`src/rtl/cpu_pkg.sv`:
```
`default_nettype none
// ============================================================================
// Module  : cpu_pkg
// Brief   : Shared encodings for the execute-side multiply/divide unit.
// Revision: 1.0
// ============================================================================
package cpu_pkg;

    localparam int MDU_WIDTH = 32;

    typedef enum logic [1:0] {
        MDU_MUL  = 2'b00,
        MDU_MULH = 2'b01,
        MDU_DIV  = 2'b10,
        MDU_REM  = 2'b11
    } mdu_op_e;

    localparam logic [1:0] S_IDLE = 2'd0;
    localparam logic [1:0] S_BUSY = 2'd1;
    localparam logic [1:0] S_DONE = 2'd2;

endpackage
`default_nettype wire

```
`src/rtl/mdu_divstep.sv`:
```
`default_nettype none
// ============================================================================
// Module  : mdu_divstep
// Brief   : One restoring-division step: shift in a dividend bit, trial subtract.
// Revision: 1.0
// ============================================================================
module mdu_divstep
    import cpu_pkg::*;
#(
    parameter int WIDTH = MDU_WIDTH
) (
    input  logic [WIDTH-1:0] rem_i,
    input  logic             bit_i,
    input  logic [WIDTH-1:0] divisor_i,
    output logic [WIDTH-1:0] rem_o,
    output logic             q_o
);

    logic [WIDTH:0]   w_partial;
    logic [WIDTH+1:0] w_diff;
    logic             w_unused_bits;

    assign w_partial = {rem_i, bit_i};
    // Extra top bit acts as the borrow flag of the trial subtraction.
    assign w_diff    = {1'b0, w_partial} - {2'b00, divisor_i};
    assign q_o       = ~w_diff[WIDTH+1];
    assign rem_o     = q_o ? w_diff[WIDTH-1:0] : w_partial[WIDTH-1:0];

    assign w_unused_bits = w_diff[WIDTH] ^ w_partial[WIDTH];

endmodule
`default_nettype wire

```
`src/rtl/mdu_iter.sv`:
```
`default_nettype none
// ============================================================================
// Module  : mdu_iter
// Brief   : Iterative shift-add multiplier / restoring divider with RF write.
//           Optional signed support enabled by defining MDU_SIGNED_EN.
// Revision: 1.0
// ============================================================================
module mdu_iter
    import cpu_pkg::*;
#(
    parameter int WIDTH = MDU_WIDTH,
    parameter int CNT_W = 6
) (
    input  logic             clk,
    input  logic             rst,
    input  logic             start,
    input  logic [1:0]       op,
    input  logic             is_signed,
    input  logic             cancel,
    input  logic [WIDTH-1:0] a,
    input  logic [WIDTH-1:0] b,
    input  logic [4:0]       rd,
    output logic             busy,
    output logic             done,
    output logic [WIDTH-1:0] result,
    output logic             w_en,
    output logic [4:0]       waddr,
    output logic [WIDTH-1:0] wdata
);

    logic [1:0]         r_state_q;
    logic [1:0]         w_state_d;
    logic [CNT_W-1:0]   r_cnt_q;
    logic [2*WIDTH-1:0] r_prod_q;
    logic [2*WIDTH-1:0] w_prod_d;
    logic [WIDTH-1:0]   r_m_q;
    mdu_op_e            r_op_q;
    logic [4:0]         r_rd_q;
    logic [WIDTH-1:0]   r_result_q;
    logic [WIDTH-1:0]   r_prev_q;
    logic [WIDTH-1:0]   w_abs_a;
    logic [WIDTH-1:0]   w_abs_b;
    logic [WIDTH-1:0]   w_final;
    logic [WIDTH:0]     w_sum;
    logic [WIDTH-1:0]   w_div_rem;
    logic               w_div_q;
    logic               w_iter_last;
    logic               w_accept;

    assign w_iter_last = (r_cnt_q == CNT_W'(WIDTH));
    assign w_accept    = (r_state_q == S_IDLE) && start && !cancel;

    // ---------------- FSM: state register ----------------
    always_ff @(posedge clk) begin
        if (rst) begin
            r_state_q <= S_IDLE;
        end else begin
            r_state_q <= w_state_d;
        end
    end

    // ---------------- FSM: next state ----------------
    always_comb begin
        w_state_d = r_state_q;
        case (r_state_q)
            S_IDLE:  if (start && !cancel) w_state_d = S_BUSY;
            S_BUSY: begin
                if (cancel)           w_state_d = S_IDLE;
                else if (w_iter_last) w_state_d = S_DONE;
            end
            S_DONE:  w_state_d = S_IDLE;
            default: w_state_d = S_IDLE;
        endcase
    end

    // ---------------- FSM: outputs ----------------
    always_comb begin
        busy = (r_state_q != S_IDLE);
        done = (r_state_q == S_DONE) && !cancel;
        w_en = (r_state_q == S_DONE) && !cancel && (r_rd_q != 5'd0);
    end

    // ---------------- operand conditioning ----------------
`ifdef MDU_SIGNED_EN
    logic w_sa;
    logic w_sb;
    logic w_neg_d;
    logic r_neg_q;

    assign w_sa    = is_signed & a[WIDTH-1];
    assign w_sb    = is_signed & b[WIDTH-1];
    assign w_abs_a = w_sa ? (~a + 1'b1) : a;
    assign w_abs_b = w_sb ? (~b + 1'b1) : b;

    // Zero divisor keeps the raw all-ones quotient unsigned.
    always_comb begin
        case (op)
            2'b10:   w_neg_d = (w_sa ^ w_sb) & (|b);
            2'b11:   w_neg_d = w_sa;
            default: w_neg_d = w_sa ^ w_sb;
        endcase
    end

    always_ff @(posedge clk) begin
        if (rst) begin
            r_neg_q <= 1'b0;
        end else if (w_accept) begin
            r_neg_q <= w_neg_d;
        end
    end

    logic [2*WIDTH-1:0] w_prod_fix;
    logic [WIDTH-1:0]   w_quo_fix;
    logic [WIDTH-1:0]   w_rem_fix;

    assign w_prod_fix = r_neg_q ? (~r_prod_q + 1'b1) : r_prod_q;
    assign w_quo_fix  = r_neg_q ? (~r_prod_q[WIDTH-1:0] + 1'b1) : r_prod_q[WIDTH-1:0];
    assign w_rem_fix  = r_neg_q ? (~r_prod_q[2*WIDTH-1:WIDTH] + 1'b1)
                                : r_prod_q[2*WIDTH-1:WIDTH];
`else
    logic               w_unused_signed;
    logic [2*WIDTH-1:0] w_prod_fix;
    logic [WIDTH-1:0]   w_quo_fix;
    logic [WIDTH-1:0]   w_rem_fix;

    assign w_unused_signed = is_signed;
    assign w_abs_a         = a;
    assign w_abs_b         = b;
    assign w_prod_fix      = r_prod_q;
    assign w_quo_fix       = r_prod_q[WIDTH-1:0];
    assign w_rem_fix       = r_prod_q[2*WIDTH-1:WIDTH];
`endif

    always_comb begin
        case (r_op_q)
            MDU_MUL:  w_final = w_prod_fix[WIDTH-1:0];
            MDU_MULH: w_final = w_prod_fix[2*WIDTH-1:WIDTH];
            MDU_DIV:  w_final = w_quo_fix;
            MDU_REM:  w_final = w_rem_fix;
            default:  w_final = w_quo_fix;
        endcase
    end

    // ---------------- iteration step ----------------
    // Divide reuses the product register: upper half = remainder, lower = quotient.
    mdu_divstep #(.WIDTH(WIDTH)) u_divstep (
        .rem_i     (r_prod_q[2*WIDTH-1:WIDTH]),
        .bit_i     (r_prod_q[WIDTH-1]),
        .divisor_i (r_m_q),
        .rem_o     (w_div_rem),
        .q_o       (w_div_q)
    );

    assign w_sum = {1'b0, r_prod_q[2*WIDTH-1:WIDTH]} + (r_prod_q[0] ? {1'b0, r_m_q} : '0);

    always_comb begin
        if (r_op_q[1]) begin
            w_prod_d = {w_div_rem, r_prod_q[WIDTH-2:0], w_div_q};
        end else begin
            w_prod_d = {w_sum, r_prod_q[WIDTH-1:1]};
        end
    end

    always_ff @(posedge clk) begin
        if (rst) begin
            r_cnt_q    <= '0;
            r_prod_q   <= '0;
            r_m_q      <= '0;
            r_op_q     <= MDU_MUL;
            r_rd_q     <= '0;
            r_result_q <= '0;
            r_prev_q   <= '0;
        end else begin
            if (w_accept) begin
                r_cnt_q <= '0;
                r_op_q  <= mdu_op_e'(op);
                r_rd_q  <= rd;
                if (op[1]) begin
                    r_prod_q <= {{WIDTH{1'b0}}, w_abs_a};
                    r_m_q    <= w_abs_b;
                end else begin
                    r_prod_q <= {{WIDTH{1'b0}}, w_abs_b};
                    r_m_q    <= w_abs_a;
                end
            end else if (r_state_q == S_BUSY && !cancel) begin
                if (w_iter_last) begin
                    r_result_q <= w_final;
                    r_prev_q   <= r_result_q;
                end else begin
                    r_prod_q <= w_prod_d;
                    r_cnt_q  <= r_cnt_q + 1'b1;
                end
            end else if (r_state_q == S_DONE && cancel) begin
                // A flushed completion must not leave its value visible.
                r_result_q <= r_prev_q;
            end
        end
    end

    assign result = r_result_q;
    assign wdata  = r_result_q;
    assign waddr  = r_rd_q;

endmodule
`default_nettype wire

```
`config.mk`:
```
export PLATFORM = sky130hd
export DESIGN_NAME = mdu_iter
export DESIGN_NICKNAME = d
export VERILOG_FILES = /design/src/rtl/cpu_pkg.sv /design/src/rtl/mdu_divstep.sv /design/src/rtl/mdu_iter.sv
export SDC_FILE = /design/constraint.sdc
export NUM_CORES = 1
export LEC_CHECK = 0
export CORE_MARGIN = 5
export CORE_UTILIZATION = 45
export DETAILED_ROUTE_END_ITERATION = 8
export DONT_BUFFER_PORTS = 1
export SYNTH_ARGS = -nofsm -noshare
export SYNTH_HDL_FRONTEND = slang
export SYNTH_SLANG_ARGS = --single-unit
```
`constraint.sdc`:
```
create_clock -name clk -period 3.4 [get_ports clk]
set_input_delay 0.85 -clock clk [delete_from_list [all_inputs] [get_ports clk]]
set_output_delay 0.85 -clock clk [all_outputs]
set_load 0.01 [all_outputs]
```
Word-level counts from Yosys, hierarchy flattened --
Index checks and enable logic that the tools add are counted.
Storage, ports and cells: logic and storage cells 62, output and inout bits 72, flip-flop bits (word level) 175, input port bits 76
Operators by class: muxes and demuxes 16, add/subtract/negate cells 3, bitwise gates (word level) 3, reduce and logical (&&, ||, !) cells 22, equality and inequality tests 10
Operators by type and width (count):
- 2-to-1 mux 64 bit | 4
- 2-to-1 mux 32 bit | 7
- one-hot mux 32 bit (2 select lines) | 1
- subtractor 33 x 32 -> 34 bit | 1
- adder 32 x 32 -> 33 bit | 1
- logical AND 1 bit | 7
- adder 6 x 1 -> 6 bit, second input constant | 1
- == test 2 bit, second input constant | 3
- == test 6 bit, second input constant | 1
- 2-to-1 mux 2 bit | 3
- AND reduction 2 bit | 3
- AND reduction 3 bit | 2
- nonzero test 2 bit | 3
- OR reduction 2 bit | 3
- nonzero test 5 bit | 1
- == test 2 x 1 -> 1 bit, second input constant | 2
- zero test 2 bit | 2
- != test 2 x 1 -> 1 bit, second input constant | 2
- one-hot mux 2 bit (2 select lines) | 1
- != test 3 bit, second input constant | 1
- inverter 1 bit | 3
- != test 2 bit, second input constant | 1
- zero test 1 bit | 1

Depth between registers and ports, before layout --
word-level depth 6, depth in mapped cells 13, mapped depth without buffers 13

Cells and area by module --
From an unflattened synthesis, not the netlist that was laid out.
Second synthesis, totals: cells, all modules 1642, area, all modules 12652.1 um2
By module, submodules not included:
- mdu_iter | area an instance 10222.3 um2, cells an instance 1269, seq. area each 3503.4 um2, times used 1
- mdu_divstep | area an instance 2429.8 um2, cells an instance 373, seq. area each 0.0 um2, times used 1

Least setup slack after synthesis --
No wires, ideal clock.
path type reg2reg, from register r_prod_q[0], to register r_prod_q[63], buffers on the path 1, data arrival time 2923 ps, clock period less this slack 3014 ps, path slack 386 ps, data required time 3309 ps, stages on the path, launching flop included 13, library setup time 91 ps, path through dfxtp_1 clkbuf_1 nand2_1 fa_1 nor2b_4 o31ai_1 a311o_1 a31oi_2 o211ai_2 a31oi_4 a31oi_1 o311a_1 a311oi_1
On the way: longest elaborated chain between the ends 6
Ends and longest elaborated chain:
- start: declaration | line mdu_iter.sv:34 | logic [2*WIDTH-1:0] r_prod_q;
- start signal: assignment | line mdu_iter.sv:179 | r_prod_q <= {{WIDTH{1'b0}}, w_abs_a};
- start signal: assignment | line mdu_iter.sv:182 | r_prod_q <= {{WIDTH{1'b0}}, w_abs_b};
- start signal: assignment | line mdu_iter.sv:190 | r_prod_q <= w_prod_d;
- 2-to-1 mux 32 bit | line mdu_iter.sv:154 | assign w_sum = {1'b0, r_prod_q[2*WIDTH-1:WIDTH]} + (r_prod_q[0] ? {1'b0, r_m_q} : '0);
- adder 32 x 32 -> 33 bit | line mdu_iter.sv:154
- 2-to-1 mux 64 bit | line mdu_iter.sv:157 | if (r_op_q[1]) begin
- 2-to-1 mux 64 bit | line mdu_iter.sv:186 | if (w_iter_last) begin
- 2-to-1 mux 64 bit | line mdu_iter.sv:185 | end else if (r_state_q == S_BUSY && !cancel) begin
- 2-to-1 mux 64 bit | line mdu_iter.sv:174 | if (w_accept) begin
Every way passes these cells. The select of a mux whose other input is x is not followed. A chain may end at the register's enable or synchronous reset.

Final worst setup path --
Same ends and word-level chain as after synthesis.

==> impl_metrics.yaml <==
placed_design:
  io_buffers: 0
  place.detailed.hpwl_um: 25410
  dp_slack_ns: 0.02517
  placement.cell_area_um2: 12220
  finalWeightedCongestion: 0.8743
  placed_cells: 1768
cells_and_area:
  stdcell_count: 1801
  combined_flip_flop_and_latch_cell_area_um2: 3506
  final_layout_size_suffix_gt1_frac: 0.07435
  layout.nets: 1597
  antenna_cells: 0
  area_growth_pct: 6.860
  design_area_um2: 12830
  final_util: 0.4908
  layout.filler_cells: 2533
  multi_input_area_um2: 7715
die:
  die_height_um: 173.3
  die_area_um2: 30040
  die_x_um: 173.3
  rows: 59
  initial_utilization: 0.4593
  io-pin-count: 148
  placeableCoreArea_um2: 26130
sta:
  period_minus_slack_ns: 3.252
  tightest_slew_ns: 1.023
  skew_ns: 0.01438
  fin_ws_ns: 0.1480
  report.final.hold_viol_count: 0
  setup_viol_count_final: 0
  worst_slew_margin_rel: 0.3180
  rsz0062_at_grt: "true"
  fin_crit_sh: 0.9565
  hold_ws_ns: 0.4519
  fin_setup_tns_ns: 0
  timing.final.max_slew_violations: 0
  maxClockFrequency_ghz: 0.3075
setup_path:
  start_kind: "flip-flop"
  timing.critical_path.required_ns: 3.74
  timing.rr.start: "r_prod_q[0]$_SDFFE_PP0P_"
  criticalPathCategory: "flip-flop to flip-flop"
  critPathLaunch: "r_prod_q[0]$_SDFFE_PP0P_"
  timing.reg2reg.setup_slack_ns: 0.15
  critical_path_endpoint_category: "flip-flop"
  largest_driver_fanout_on_the_critical_path: 3
  worst_ep_arrival_time_ns: 3.59
synth:
  postSynthNetCount: 1655
  postSynth.topFlopCell: "sky130_fd_sc_hd__dfxtp_1"
  yosys_warnings: 0
  yosysUniqueCellTypes: 66
  synthesis.area_um2: 12000
  yosys.area.top_type_share: 0.2919
  synth_cells: 1511
  post-synth-top-count-cell: "sky130_fd_sc_hd__dfxtp_1"
  synth-edff-count: 0
  netlist.top_cell.by_area: "sky130_fd_sc_hd__dfxtp_1"
  synth.cells.most_frequent: "sky130_fd_sc_hd__dfxtp_1, sky130_fd_sc_hd__nor2_1, sky130_fd_sc_hd__a21oi_1"
  ys_seq_elements: 175
  synth.yosys.seq_area_share: 0.2919
  synth_top_cells_by_area: "sky130_fd_sc_hd__dfxtp_1, sky130_fd_sc_hd__mux2i_1, sky130_fd_sc_hd__a21oi_1"
  postSynthAreaPerCell_um2: 7.944
  synth_async_sr_flop_share: 0
pwr:
  internal_power_mw: 3.364
  p_sw_frac: 0.2962
  cellPowerDensity_nw_per_um2: 372.7
  p_comb_frac: 0.139
  power_frac_seq: 0.455
  total_power_mw: 4.780
  ir_worst_vdd_uv: 350.8
  power_frac_clock: 0.407
  netSwitchingPower_mw: 1.416
  cellLeakagePower_nw: 5.002
clocking:
  worst_skew_pair.late_latency_ns: 0.44
  htreeDepth: 4
  clock_sinks: 175
  clock_tree.buffer_depth: 2
  cts_tree: "yes"
  clk_root_buffer_cell: "sky130_fd_sc_hd__clkbuf_16"
  clk_transition_reported_paths_ns: 0.07
  numCtsBuffers: 17
route:
  pre_repair_dr_iteration_count: 5
  via_per_inst: 5.861
  final_antenna_net_count: 0
  wirelength_um: 34300
  dr_total_vias: 10556
  drc_errors: 0
  dr_wl_cell_um: 19.05
  drtIter0Drc: 849
worst_hold_path:
  worst_hold_startpoint: "r_prev_q[12]$_SDFFE_PP0P_"
  worstHoldPathType: "flip-flop to flip-flop"
outcome:
  run_status: "finished clean"
grt:
  grt_max_degree: 145
  grt_pass1_vias: 9748
  number_of_antenna_violations_at_the_first_check_in_global_routing: 0
  overflow: 0
  track_usage: 0.2188
  first_pass_grt_wire_length_um: 54320
run:
  max_cap_violations: 0
==> layout make-up <==
cell class              count  share of cell area
multi-input cells        1158              0.6015
flip-flops and latches    175              0.2733
clock buffers              18             0.03346
repair buffers             53             0.03326
well taps                 335             0.03268
inverters                  48             0.01405
clock inverters            14             0.01171
==> cell usage in the layout, fill, tap and decap left out, drive strengths merged, types with 3 or more instances in the layout <==
cell type,netlist,layout
nand2b,4,4
a221oi,3,3
o21bai,7,7
a22oi,19,19
or3,5,5
nor3,10,10
nand4,12,12
nor2b,12,12
a211oi,72,72
o22ai,30,30
o221ai,4,4
a311oi,3,3
inv,48,53
a21oi,166,166
xor2,23,23
clkbuf,79,18
and2,39,39
o21ai,56,56
dfxtp,175,175
nand3,15,15
o21a,18,18
a21o,26,26
ha,66,66
clkinv,0,5
and3,9,9
nand2,137,137
buf,50,53
clkinvlp,0,4
o211ai,11,11
a31oi,12,12
or2,4,4
o31ai,7,7
o211a,4,4
a221o,3,3
nor2,171,171
mux2i,153,153
xnor2,31,31
a21boi,3,3
==> sequential cells by signal (all words and copies together), names as in the netlist <==
name	count
result	32
r_state_q	2
r_cnt_q	6
r_m_q	32
r_prev_q	32
r_op_q	2
waddr	5
r_prod_q	64
==> per-layer routing <==
| metal | part of all wire | wire, µm | vias to the layer above | track usage |
|---|---|---|---|---|
| li1 | - | - | 5272 | - |
| met1 | 0.50 | 17110 | 5013 | 0.3293 |
| met2 | 0.44 | 15180 | 242 | 0.3326 |
| met3 | 0.046 | 1566 | 29 | 0.02835 |
| met4 | 0.013 | 452 | 0 | 0.04988 |
| met5 | 0 | 0 | - | 0 |
==> worst max-delay path: stages (launching register included) <==
cell and delay, ns:
sky130_fd_sc_hd__dfxtp_1 0.37, sky130_fd_sc_hd__and2_1 0.14, sky130_fd_sc_hd__ha_1 0.19, sky130_fd_sc_hd__inv_1 0.07, sky130_fd_sc_hd__fa_1 0.43, sky130_fd_sc_hd__nor2b_4 0.15, sky130_fd_sc_hd__o31ai_2 0.09, sky130_fd_sc_hd__a311o_1 0.37
sky130_fd_sc_hd__a31oi_2 0.21, sky130_fd_sc_hd__o211ai_2 0.14, sky130_fd_sc_hd__a31oi_4 0.26, sky130_fd_sc_hd__a31oi_2 0.16, sky130_fd_sc_hd__o311a_1 0.36, sky130_fd_sc_hd__a311oi_1 0.22
==> cell families (layout without fill, tap and decap cells) <==
| kind of cell | after synthesis | in the layout | synth area share |
|---|---|---|---|
| xor gates and xnor gates | 54 | 54 | 0.03940 |
| AOI/OAI and AO/OA | 457 | 457 | 0.2422 |
| muxes | 153 | 153 | 0.1276 |
| adders and majority gates | 68 | 68 | 0.07214 |
| DFF | 175 | 175 | 0.2919 |
| and+or+nand+nor | 426 | 426 | 0.1569 |
| buffers and inverters | 178 | 133 | 0.06995 |
==> path summary, 6_finish.rpt <==
check                         endpoint  depth (start not counted)
max reg2reg  r_prod_q[63]$_SDFFE_PP0P_                         13
max          r_prod_q[63]$_SDFFE_PP0P_                         13
min          r_prev_q[12]$_SDFFE_PP0P_                          2
min reg2reg  r_prev_q[12]$_SDFFE_PP0P_                          2
==> power by group through the flow <==
stage | clock network (mW) | logic [mW] | registers, mW
4_1_cts | 1.98 | 0.659 | 2.17
5_1_grt | 2.07 | 0.729 | 2.18
2_1_floorplan | 0 | 0.543 | 2.19
3_5_place_dp | 0 | 0.656 | 2.22
6_report | 1.94 | 0.664 | 2.17
3_3_place_gp | 0 | 0.650 | 2.22
==> timing repair <==
item                                    CTS  global route
endpoints found under the setup margin    1             2
resized for setup                         0             3
pin swaps                                 1             1
buffers inserted                          0             1
hold buffers                              0             0
Power figures use the tool's default switching activity.
